### config.mk
export PLATFORM = sky130hd
export DESIGN_NAME = hub75_rx
export DESIGN_NICKNAME = d
export VERILOG_FILES = /design/src/rtl/hub75_rx.sv
export SDC_FILE = /design/constraint.sdc
export NUM_CORES = 1
export LEC_CHECK = 0
export ABC_AREA = 1
export CORE_ASPECT_RATIO = 1.5
export CORE_UTILIZATION = 35
export CTS_BUF_LIST = sky130_fd_sc_hd__clkbuf_4
export CTS_CLUSTER_SIZE = 30
export DETAILED_ROUTE_END_ITERATION = 10
export GPL_TIMING_DRIVEN = 0
export PLACE_DENSITY = 0.63
export SKIP_CTS_REPAIR_TIMING = 1
export SYNTH_ARGS = -nofsm -noshare
export SYNTH_HDL_FRONTEND = slang
export SYNTH_SLANG_ARGS = --single-unit
### constraint.sdc
create_clock -name clk_i -period 21.9 [get_ports clk_i]
set_clock_uncertainty 0.2 [all_clocks]
set_input_delay 3.285 -clock clk_i [delete_from_list [all_inputs] [get_ports clk_i]]
set_output_delay 3.285 -clock clk_i [all_outputs]
set_load 0.02 [all_outputs]
### src/rtl/hub75_rx.sv
// rtl/hub75_rx.sv - HUB75 panel-side column/row protocol receiver
//
// Oversamples the LED-matrix shift clock, latch strobe, output enable,
// row select and per-lane RGB data in the clk_i domain. Column bits are
// shifted into per-lane registers and copied to the parallel row outputs
// on each latch strobe.
//
// Optional feature: define HUB75_RX_ONTIME_EN to build the display on-time
// counter; without it on_time_o is tied to 0.
//
// Ports:
//   clk_i, rst_i                    system clock, async active-high reset
//   led_clk_i / led_stb_i           column shift clock / latch strobe (rising edges)
//   led_oe_i                        output enable, active low
//   led_row_i[4:0]                  row/module select
//   led_r_i/led_g_i/led_b_i         serial colour data, one bit per lane
//   row_r_o/row_g_o/row_b_o         latched row data, lane L at [L*COLS +: COLS]
//   row_addr_o                      row select captured at latch
//   row_valid_o / frame_start_o     one-cycle pulses on latch (frame: address 0)
//   disp_en_o                       synchronized inverse of led_oe_i
//   len_err_o                       sticky: latch with shift count != COLS
//   shift_cnt_o                     shift edges since last latch, saturating
//   on_time_o                       display-enabled cycles in previous row period

module hub75_rx #(
    parameter int COLS        = 16,
    parameter int LANES       = 4,
    parameter int SYNC_STAGES = 2
) (
    input  logic                     clk_i,
    input  logic                     rst_i,
    input  logic                     led_clk_i,
    input  logic                     led_stb_i,
    input  logic                     led_oe_i,
    input  logic [4:0]               led_row_i,
    input  logic [LANES-1:0]         led_r_i,
    input  logic [LANES-1:0]         led_g_i,
    input  logic [LANES-1:0]         led_b_i,
    output logic [LANES*COLS-1:0]    row_r_o,
    output logic [LANES*COLS-1:0]    row_g_o,
    output logic [LANES*COLS-1:0]    row_b_o,
    output logic [4:0]               row_addr_o,
    output logic                     row_valid_o,
    output logic                     frame_start_o,
    output logic                     disp_en_o,
    output logic                     len_err_o,
    output logic [7:0]               shift_cnt_o,
    output logic [15:0]              on_time_o
);

    // All protocol inputs travel through one bus so data, row and control
    // share exactly the same synchronizer depth and stay aligned.
    // Bus layout, MSB first: {clk, stb, oe, row[4:0], r, g, b}.
    localparam int SW = 8 + 3 * LANES;
    // Reset value keeps oe inactive (high) so no false edge or enable appears.
    localparam logic [SW-1:0] SYNC_RST = {3'b001, {(SW-3){1'b0}}};
    localparam logic [7:0]    COLS8    = 8'(COLS);

    logic [SW-1:0] r_sync [SYNC_STAGES];
    logic [SW-1:0] w_in;
    logic [SW-1:0] w_s;

    assign w_in = {led_clk_i, led_stb_i, led_oe_i, led_row_i, led_r_i, led_g_i, led_b_i};

    always_ff @(posedge clk_i or posedge rst_i) begin
        if (rst_i) begin
            for (int i = 0; i < SYNC_STAGES; i++) begin
                r_sync[i] <= SYNC_RST;
            end
        end else begin
            r_sync[0] <= w_in;
            for (int i = 1; i < SYNC_STAGES; i++) begin
                r_sync[i] <= r_sync[i-1];
            end
        end
    end

    assign w_s = r_sync[SYNC_STAGES-1];

    logic             w_s_clk;
    logic             w_s_stb;
    logic             w_s_oe;
    logic [4:0]       w_s_row;
    logic [LANES-1:0] w_s_r;
    logic [LANES-1:0] w_s_g;
    logic [LANES-1:0] w_s_b;

    assign w_s_clk = w_s[SW-1];
    assign w_s_stb = w_s[SW-2];
    assign w_s_oe  = w_s[SW-3];
    assign w_s_row = w_s[3*LANES +: 5];
    assign w_s_r   = w_s[2*LANES +: LANES];
    assign w_s_g   = w_s[LANES +: LANES];
    assign w_s_b   = w_s[0 +: LANES];

    // Edge detection on the synchronized control signals.
    logic r_clk_d;
    logic r_stb_d;
    logic w_shift;
    logic w_latch;

    assign w_shift = w_s_clk & ~r_clk_d;
    assign w_latch = w_s_stb & ~r_stb_d;

    logic [LANES*COLS-1:0] r_sr_r;
    logic [LANES*COLS-1:0] r_sr_g;
    logic [LANES*COLS-1:0] r_sr_b;
    logic [LANES*COLS-1:0] w_sr_r_upd;
    logic [LANES*COLS-1:0] w_sr_g_upd;
    logic [LANES*COLS-1:0] w_sr_b_upd;
    logic [7:0]            w_cnt_upd;

    // Post-shift view of the registers and counter; a latch in the same
    // cycle as a shift edge therefore captures the new bit and count.
    always_comb begin
        w_sr_r_upd = r_sr_r;
        w_sr_g_upd = r_sr_g;
        w_sr_b_upd = r_sr_b;
        w_cnt_upd  = shift_cnt_o;
        if (w_shift) begin
            for (int l = 0; l < LANES; l++) begin
                w_sr_r_upd[l*COLS +: COLS] = {r_sr_r[l*COLS +: COLS-1], w_s_r[l]};
                w_sr_g_upd[l*COLS +: COLS] = {r_sr_g[l*COLS +: COLS-1], w_s_g[l]};
                w_sr_b_upd[l*COLS +: COLS] = {r_sr_b[l*COLS +: COLS-1], w_s_b[l]};
            end
            if (shift_cnt_o != 8'hFF) begin
                w_cnt_upd = shift_cnt_o + 8'd1;
            end
        end
    end

    always_ff @(posedge clk_i or posedge rst_i) begin
        if (rst_i) begin
            r_clk_d       <= 1'b0;
            r_stb_d       <= 1'b0;
            r_sr_r        <= '0;
            r_sr_g        <= '0;
            r_sr_b        <= '0;
            row_r_o       <= '0;
            row_g_o       <= '0;
            row_b_o       <= '0;
            row_addr_o    <= '0;
            row_valid_o   <= 1'b0;
            frame_start_o <= 1'b0;
            disp_en_o     <= 1'b0;
            len_err_o     <= 1'b0;
            shift_cnt_o   <= '0;
        end else begin
            r_clk_d       <= w_s_clk;
            r_stb_d       <= w_s_stb;
            disp_en_o     <= ~w_s_oe;
            row_valid_o   <= 1'b0;
            frame_start_o <= 1'b0;
            r_sr_r        <= w_sr_r_upd;
            r_sr_g        <= w_sr_g_upd;
            r_sr_b        <= w_sr_b_upd;
            shift_cnt_o   <= w_cnt_upd;
            if (w_latch) begin
                row_r_o       <= w_sr_r_upd;
                row_g_o       <= w_sr_g_upd;
                row_b_o       <= w_sr_b_upd;
                row_addr_o    <= w_s_row;
                row_valid_o   <= 1'b1;
                frame_start_o <= (w_s_row == 5'd0);
                shift_cnt_o   <= '0;
                if (w_cnt_upd != COLS8) begin
                    len_err_o <= 1'b1;
                end
            end
        end
    end

`ifdef HUB75_RX_ONTIME_EN
    logic [15:0] r_on_cnt;
    logic [15:0] w_on_upd;

    // Include this cycle's enable so the copied value covers the full period.
    assign w_on_upd = (disp_en_o && r_on_cnt != 16'hFFFF) ? r_on_cnt + 16'd1 : r_on_cnt;

    always_ff @(posedge clk_i or posedge rst_i) begin
        if (rst_i) begin
            r_on_cnt  <= '0;
            on_time_o <= '0;
        end else if (w_latch) begin
            on_time_o <= w_on_upd;
            r_on_cnt  <= '0;
        end else begin
            r_on_cnt  <= w_on_upd;
        end
    end
`else
    assign on_time_o = '0;
`endif

endmodule

# Word level (Yosys, flattened, before mapping)
# Cells that the tools add are included.
totals:
  register_bits: 443
  wordCells: 34
  output_inout_bits: 225
  in_bits: 22
classes:
  reduce_logical: 2
  n_eq_ne: 2
  n_mux: 8
  n_addsub: 1
  bitwise: 5
ops:
  columns: ["operator", "n"]
  rows:
  - ["64-bit 2-to-1 mux", 3]
  - ["8-bit 2-to-1 mux", 3]
  - ["8-bit by 1-bit adder with 8-bit output (second input constant)", 1]
  - ["8-bit by 5-bit != test with 1-bit output (second input constant)", 1]
  - ["8-bit != test (second input constant)", 1]
  - ["5-bit zero test", 1]
  - ["1-bit inverter", 3]
  - ["1-bit bitwise AND", 2]
  - ["1-bit 2-to-1 mux", 2]
  - ["2-bit AND reduction", 1]

# Depth between registers and ports, before layout
# Gate-level depths: netlist of the first run.
logic_depth:
  ltp_word: 5
  mapped_depth: 13
  mapped_depth_nobuf: 13

# Least setup slack after synthesis of the first run
# OpenSTA, ideal clock, no wires.
synth_timing:
  kind: "reg-to-output"
  startpoint: "register shift_cnt_o[2]"
  endpoint: "output port shift_cnt_o[2]"
  setup_slack_ps: 17910
  t_required_ps: 18415
  n_path_buf: 0
  stages_incl_launch_ff: 1
  arrival_ps: 505
  cell_sequence: "dfrtp_1"
synth_rtl:
  columns: ["item", "line_no", "text"]
  rows:
  - ["start: declaration", "47", "output logic [7:0] shift_cnt_o,"]
  - ["start signal: assignment", "157", "shift_cnt_o <= w_cnt_upd;"]
# No word-level cell between the ends.

# Worst setup path in the final report of the first run
layout_timing:
  startpoint: "register shift_cnt_o[2]"
  endpoint: "output port shift_cnt_o[2]"
# No word-level cell between the ends.

==> results of run 1 <==
-- layer usage --
metal  up-vias  GRT usage [%]  part of all wire [%]
li1       6025              -                     -
met1      6073           20.0                    40
met2       353           29.4                    51
met3        81           5.27                   6.7
met4         2           7.18                   2.8
met5         -              0                 0.023
-- registers in the layout (all words and copies together) (netlist names) --
signal and count:
r_sync 20, frame_start_o 1, row_addr_o 5, r_sr_r 64
w_s 20, len_err_o 1, row_valid_o 1, shift_cnt_o 8
r_sr_g 64, r_stb_d 1, r_sr_b 64, row_b_o 64
r_clk_d 1, row_g_o 64, disp_en_o 1, row_r_o 64
-- power groups by stage --
stage	Clock (mW)	Sequential (mW)	Combinational [mW]
2_1_floorplan	0	1.11	0.164
3_3_place_gp	0	1.04	0.429
3_5_place_dp	0	1.04	0.439
4_1_cts	0.657	1.03	0.441
5_1_grt	0.701	1.04	0.478
6_report	0.626	1.03	0.434
-- cell families (layout without fill, tap and decap cells) --
| logic type | after synthesis | after routing | share of synthesized area (%) |
|---|---|---|---|
| xor gates and xnor gates | 1 | 1 | 0.0540 |
| other | 1 | 17 | 0.0231 |
| DFF | 443 | 443 | 68.4 |
| buffers and inverters | 126 | 548 | 4.07 |
| adders and majority gates | 1 | 1 | 0.0771 |
| and+or+nand+nor | 838 | 838 | 19.8 |
| AOI/OAI and AO/OA | 199 | 199 | 7.59 |
-- final timing paths --
| kind | depth (start not counted) | endpoint | slack (ns) |
|---|---|---|---|
| max | 1 | shift_cnt_o[2] | 16.52 |
| min | 0 | w_s[5] | 0.15 |
| max reg2reg | 4 | row_b_o[44] | 19.58 |
| min reg2reg | 0 | w_s[5] | 0.15 |
| max in group asynchronous | 4 | row_addr_o[2] | 17.08 |
| min in group asynchronous | 2 | row_g_o[41] | 2.80 |
-- layout make-up --
type,count,area [sq um]
Sequential cell,443,11100
Fill cell,4425,25100
Multi-Input combinational cell,1055,4530
Clock buffer,139,1040
Tap cell,588,736
Clock inverter,50,213
Antenna cell,1,2.50
Timing Repair Buffer,233,2380
Buffer,101,566
Inverter,25,101
-- layout by cell type, fill, tap and decap left out, types with 2 or more instances in the layout --
cell / Yosys / final
nand2_1: 619 / 619
dfrtp_1: 441 / 441
clkdlybuf4s50_1: 0 / 230
nor2_1: 196 / 196
a31oi_1: 186 / 186
clkbuf_4: 0 / 139
buf_2: 65 / 65
clkinv_1: 0 / 37
buf_4: 28 / 28
inv_1: 22 / 21
conb_1: 1 / 16
nand3_1: 9 / 9
o21ai_0: 9 / 9
clkinv_2: 0 / 9
clkbuf_1: 8 / 8
nand2_2: 4 / 4
inv_2: 3 / 4
nor2_4: 3 / 3
buf_16: 0 / 3
nand3b_1: 2 / 2
a21oi_1: 2 / 2
nor2_2: 2 / 2
clkinv_4: 0 / 2
dfstp_2: 2 / 2
-- stage by stage --
step                hold WS [ns]  std cells  cell area (sq um)  setup WS, ns  power, mW
global placement           0.132       2442              19300          1.18       1.47
floorplan                  0.131       1624              16300          6.07       1.27
finish                     0.146       2635              20700         16.52       2.09
CTS                        0.147       2634              20700         16.38       2.13
global route               0.149       2635              20700         16.40       2.22
detailed placement         0.135       2445              19400         16.23       1.48
==> results by stage, run 1 <==
GRT:
- Global routing consumed, over all layers together, between 10% and 20% of the routing resources.
- Global routing finished with a remaining overflow of 0.
- The initial antenna violation count was 2.
- The number of global-route vias before repair is around 13000.
- Entering global routing, the biggest net connects 132 pins.
- The first global-routing pass estimated roughly 65000 um of wire.

Setup path:
- The delay of the slowest cell on the worst path is between 0.6 and 0.7 ns.
- The start point of the critical path is shift_cnt_o[2].
- The worst setup path is captured at a primary output.
- The required time reported for the critical path endpoint is about 18 ns.
- The family with the most delay on the worst path is buffers and inverters.
- The critical path goes through clkdlybuf4s50_1.
- The worst endpoint data arrival time is roughly 1.9 ns.
- The largest fanout of any net on the critical path is 6.
- STA classifies the critical path startpoint as a flop.
- In this run the critical register-to-register path is launched from r_stb_d.
- Together, buffers and inverters on the worst path number 1.
- The category of the most critical setup path is reg2out.
- On the critical path, the stage with the largest delay is an instance of clkdlybuf4s50_1.

Power:
- Of the total power, combinational logic draws 20.8%.
- The static power due to leakage is slightly above 10 nW.
- The net switching power figure is between 0.6 and 0.7 mW.
- The total power per unit cell area is about 100 nW/um^2.
- Of the total power, the share spent switching nets is 31.2%.
- The clock share of power is a little under a third.
- Cell internal power was estimated by the tool at 1.44 mW.
- Registers are responsible for 49.2% of the overall power.
- The worst-case IR drop observed on VDD is 0.0490 mV.

Yosys:
- Summing every instance area after synthesis gives between 15000 and 20000 sq um.
- The number of enable-type register cells in the synthesized netlist is 0.
- The top cell type by area accounts for around two thirds of the synthesized area.
- In this run, distinct cell masters in the synthesized netlist total 25.
- Of the synthesized area, sequential elements account for about two thirds.
- The post-synthesis cell type with the largest combined area is dfrtp_1.
- The number of warnings reported in the yosys synthesis log is 0.
- The count of mapped cells out of synthesis is between 1500 and 2000.
- The synthesized area per cell is ~10 sq um.
- nand2_1 is the most common cell in the netlist.
- Ranked by instance count, the synthesized netlist is headed by nand2_1 (619), dfrtp_1 (441), nor2_1 (196).
- Counting flops and latches in the post-synthesis netlist gives ~440.
- The share of synthesized flip-flops with an asynchronous set or reset is between 90% and 100%.
- Ranked by total cell area, the synthesized netlist is headed by dfrtp_1 (68%), nand2_1 (14%), a31oi_1 (7.2%), nor2_1 (4.5%), buf_2 (2.0%).
- The commonest register cell after synthesis is dfrtp_1.

STA:
- The fraction of the cycle the final worst path needs is roughly a quarter.
- Setup repair after global routing left no endpoint under its margin.
- The number of pins with negative max-slew slack in the final report is 0.
- The clock period minus worst slack is about 5.4 ns.
- Setup total negative slack on the finished layout was measured at 0 ns.
- The highest clock rate is 186 MHz.
- The final count of hold timing violations was 0.
- For the pin with the worst max-slew slack, the measured transition is approximately 0.8 ns.
- The worst pin sits at a relative slew slack of between 40% and 50%.
- Setup violations remaining at the end of the flow were counted as 0.

Cells and area:
- The final layout contains 1992 nets.
- In the final layout, the share of cells above drive strength 1 is 12.9%.
- The final standard cell utilization of the core is a little under half.
- The area growth from synthesis to final layout is 27.4%.

Clocking:
- The clock tree synthesis step divided the H-tree into 3 levels.
- The clock passes through at most 3 buffers.
- The sink count of the clock tree is roughly 440.
- Clock latency on the worst-skew pair, taken at its later pin, is 0.78 ns.
- TritonCTS created 110 clock buffers.
- The root buffer cell is clkbuf_4.
- The clock tree from TritonCTS is done.
- Clock-pin slew was measured on the worst setup and hold paths at roughly 0.07 ns.

Floorplanning:
- Measured along the x axis, the die boundary spans approximately 180 um.
- The standard-cell row count is between 90 and 100.
- The floorplan step set the die height to approximately 270 um.
- The area of the core region is around 46000 sq um.
- The initial core utilization is a little over a third.
- The die covers approximately 47000 sq um.
- roughly 250 I/O pins were placed.

Route:
- For this run, the detailed router's first-pass iteration total came to 6.
- In the routed design, unresolved DRC markers number 0.
- For this block, the via count after detailed routing is 12500.
- The aggregate routed wire length is 39400 um.
- The number of design-rule violations left by the first detailed-router iteration is 657.
- In this run the remaining antenna-violating nets after routing total 0.
- After detailed routing, the average wire length per cell comes to between 10 and 15 um.
- After detailed routing, the number of vias per cell comes to around 4.8.

Run status:
- The flow ran to the end, and the final reports show no timing, DRC or antenna violations.

Place:
- The placer congestion estimate is slightly below 0.8.
- The count of buffers from port buffering is 230.
- The half-perimeter wire length after placement is about 27000 um.

Flow run:
- The count of maximum capacitance violations is 0.

Worst hold path:
- The class of the tightest hold or removal check is reg2reg.
- The startpoint identified for the worst hold timing path is r_sync[25].
(Power assumes the default switching activity.)
==> inputs of run 2 (changes only) <==
Settings changed: PLACE_DENSITY 0.63 to 0.65.
Clock period 21.9 ns to 4.5 ns, I/O delays scaled along.
==> results by stage, run 2 (synthesis gave the netlist of run 1 again) <==
Worst hold path:
- The hold path startpoint is led_g_i[2] (was r_sync[25]).
- The class of the tightest hold or removal check is in2reg (was reg2reg).

Cells and area:
- The number of fillers in the final layout was 4361 (was 4425).
- The fraction of final layout cells sized beyond drive strength 1 came to 13.6% (was 12.9%).
- The area growth from synthesis to final layout is 28.5% (was 27.4%).
- The most common library cell in the layout ignoring fill and taps is nand2_1 (unchanged).
- Highest-count cells in the layout ignoring fill and taps: nand2_1 (619), dfrtp_1 (441), clkdlybuf4s50_1 (230) (unchanged).
- The area of the multi-input gates was 4530 sq um (unchanged).
- The net count of the finished layout came to 2000 (was 1992).
- The finished layout cell area is 20800 sq um (was 20700 sq um).
- The register area is 11100 sq um (unchanged).

Setup path:
- The required time reported for the critical path endpoint is 3.62 ns (was 18.42 ns).
- The start point of the critical path is shift_cnt_o[2] (unchanged).
- The family with the most delay on the worst path is buffers and inverters (unchanged).
- Cells traversed along the worst timing path: clkdlybuf4s50_1 (unchanged).
- The category of the most critical setup path is reg2out (unchanged).
- The kind of start point of the critical path is a flop (unchanged).
- The largest fanout of any net on the critical path came to 6 (unchanged).
- The delay of the slowest cell on the worst path is 0.65 ns (about the same).
- The kind of end point of the critical path is a primary output (unchanged).
- The master of the slowest instance on the critical path is clkdlybuf4s50_1 (unchanged).
- The reg-to-reg startpoint is w_s[18] (was r_stb_d).
- The worst endpoint data arrival time is 1.93 ns (was 1.90 ns).
- The buffer and inverter count on the worst path was 1 (unchanged).

GRT:
- The initial antenna violation count is 2 (unchanged).
- The number of global-route vias before repair is 12900 (was 12800).
- The global-route wire length before repair was 65400 um (was 64900 um).
- The global-route congestion overflow total is 0 (unchanged).
- The global router's overall resource usage is 17.6% (was 17.3%).
- The maximum number of pins on one net before global-route repair is 44 (was 132).

Place:
- The placer congestion estimate is 0.813 (was 0.788).
- The count of buffers from port buffering is 230 (unchanged).
- The half-perimeter wire length after placement is 28200 um (was 26800 um).
- The instance area after placement was 19600 sq um (was 19400 sq um).

Floorplanning:
- The count of boundary I/O pins came to 247 (unchanged).
- The initial core utilization is 35.4% (unchanged).
- The standard-cell row count came to 96 (unchanged).
- The overall die area is 47200 sq um (unchanged).
- The area of the core region came to 45800 sq um (unchanged).
- The die width came to 178 um (unchanged).
- The floorplan die height is 266 um (unchanged).

STA:
- The slew at the pin closest to its max-slew limit was 0.882 ns (was 0.810 ns).
- The worst slew margin relative to its limit is 41.1% (was 46.0%).
- The clock period could shrink to about 2.8 ns.
- Unrepaired setup endpoints after global routing: false (unchanged).
- The highest clock rate is ~360 MHz.
- The number of pins with negative max-slew slack in the final report is 0 (unchanged).
- The fraction of the cycle the final worst path needs is around 62%.
- The final count of hold timing violations is 0 (unchanged).
- The setup violation total in the final timing report came to 0 (unchanged).

Route:
- The post-detailed-route count of antenna-violating nets was 0 (unchanged).
- The routed length per placed instance was 15.1 um (was 15.0 um).
- The detailed-route vias per instance came to 4.78 (was 4.76).
- The routed via count is 12600 (was 12500).
- The length of the first detailed-routing pass in iterations is 4 (was 6).
- The number of design-rule violations left by the first detailed-router iteration is 641 (was 657).
- The DRC violations left is 0 (unchanged).
- The aggregate routed wire length was 39900 um (was 39400 um).

Flow run:
- The count of maximum capacitance violations is 0 (unchanged).

Power:
- The static power due to leakage is 10.3 nW (was 10.2 nW).
- The total power per unit cell area is 493 nW/um^2 (was 101 nW/um^2).
- The worst-case vdd ir drop is 0.240 mV (was 0.0490 mV).
- The total power came to 10.3 mW (was 2.09 mW).

Clocking:
- The H-tree depth reported by CTS is 3 (unchanged).
- The buffer depth of the longest clock path is 3 (unchanged).
- The sink count of the clock tree is 443 (unchanged).
- The CTS buffer count is 108 (was 110).
- The root buffer cell is clkbuf_4 (unchanged).
- The clock tree from TritonCTS is done (unchanged).
- The clock network latency to the later pin of the worst-skew pair is 0.82 ns (was 0.78 ns).
- The clock-pin transition on the worst setup and hold timing paths came to 0.06 ns (was 0.07 ns).

Run status:
- Run status: completed (unchanged).
run 2: cell count changes in the layout (fill, tap and decap cells not counted), moves of 2 or more:
cell	previous run	this run
clkinv_1	37	20
clkbuf_4	139	151
buf_12	0	11
clkinv_2	9	3
buf_16	3	1
clkinv_4	2	0
run 2: power by group:
part | leakage (nW) | internal (mW) | switching [mW] | total (mW)
Sequential | 5.56 | 4.63 | 0.367 | 5.00
Clock | 0.761 | 1.58 | 1.56 | 3.14
Combinational | 3.97 | 0.923 | 1.21 | 2.13
Total | 10.3 | 7.14 | 3.14 | 10.3
run 2: area by class of cell:
class	count	share of cell area (%)
clock buffers	151	5.44
repair buffers	243	12.3
flip-flops and latches	443	53.2
plain buffers	101	2.71
clock inverters	27	0.648
multi-input cells	1055	21.7
well taps	588	3.53
diodes	1	0.0120
inverters	25	0.468
run 2: path summary, 6_finish.rpt:
kind | depth (start not counted) | slack (ns) | end
max | 1 | 1.69 | shift_cnt_o[2]
min | 1 | 0.09 | r_sync[26]
max reg2reg | 5 | 2.20 | row_b_o[34]
min reg2reg | 0 | 0.15 | w_s[13]
max in group asynchronous | 6 | 2.47 | row_b_o[46]
min in group asynchronous | 2 | 0.19 | row_r_o[39]
run 2: per-layer routing:
layer  wire, um  vias up  track usage [%]
met4       1190        2             9.03
met5          9        -                0
met2      20300      346             29.6
li1           -     6021                -
met1      16000     6146             20.5
met3       2410       83             4.53
run 2: worst reg2reg max path, cell delays in order, from the launching register on:
cell and delay, ns:
dfrtp_1 0.35, inv_1 0.07, nor2_4 0.36, clkbuf_1 0.65, buf_2 0.38, a31oi_1 0.12
run 2: through the flow:
step	setup slack [ns]	hold WS (ns)	setup TNS (ns)	util, %	std cells
2_1_floorplan	-2.36	0.131	-1042.42	-	1624
3_3_place_gp	-4.99	0.133	-2184.19	42.2	2442
3_5_place_dp	1.55	0.136	0	42.7	2454
4_1_cts	1.56	-0.0720	0	45.5	2632
5_1_grt	1.56	0.00127	0	45.5	2634
6_report	1.69	0.0916	0	45.5	2634
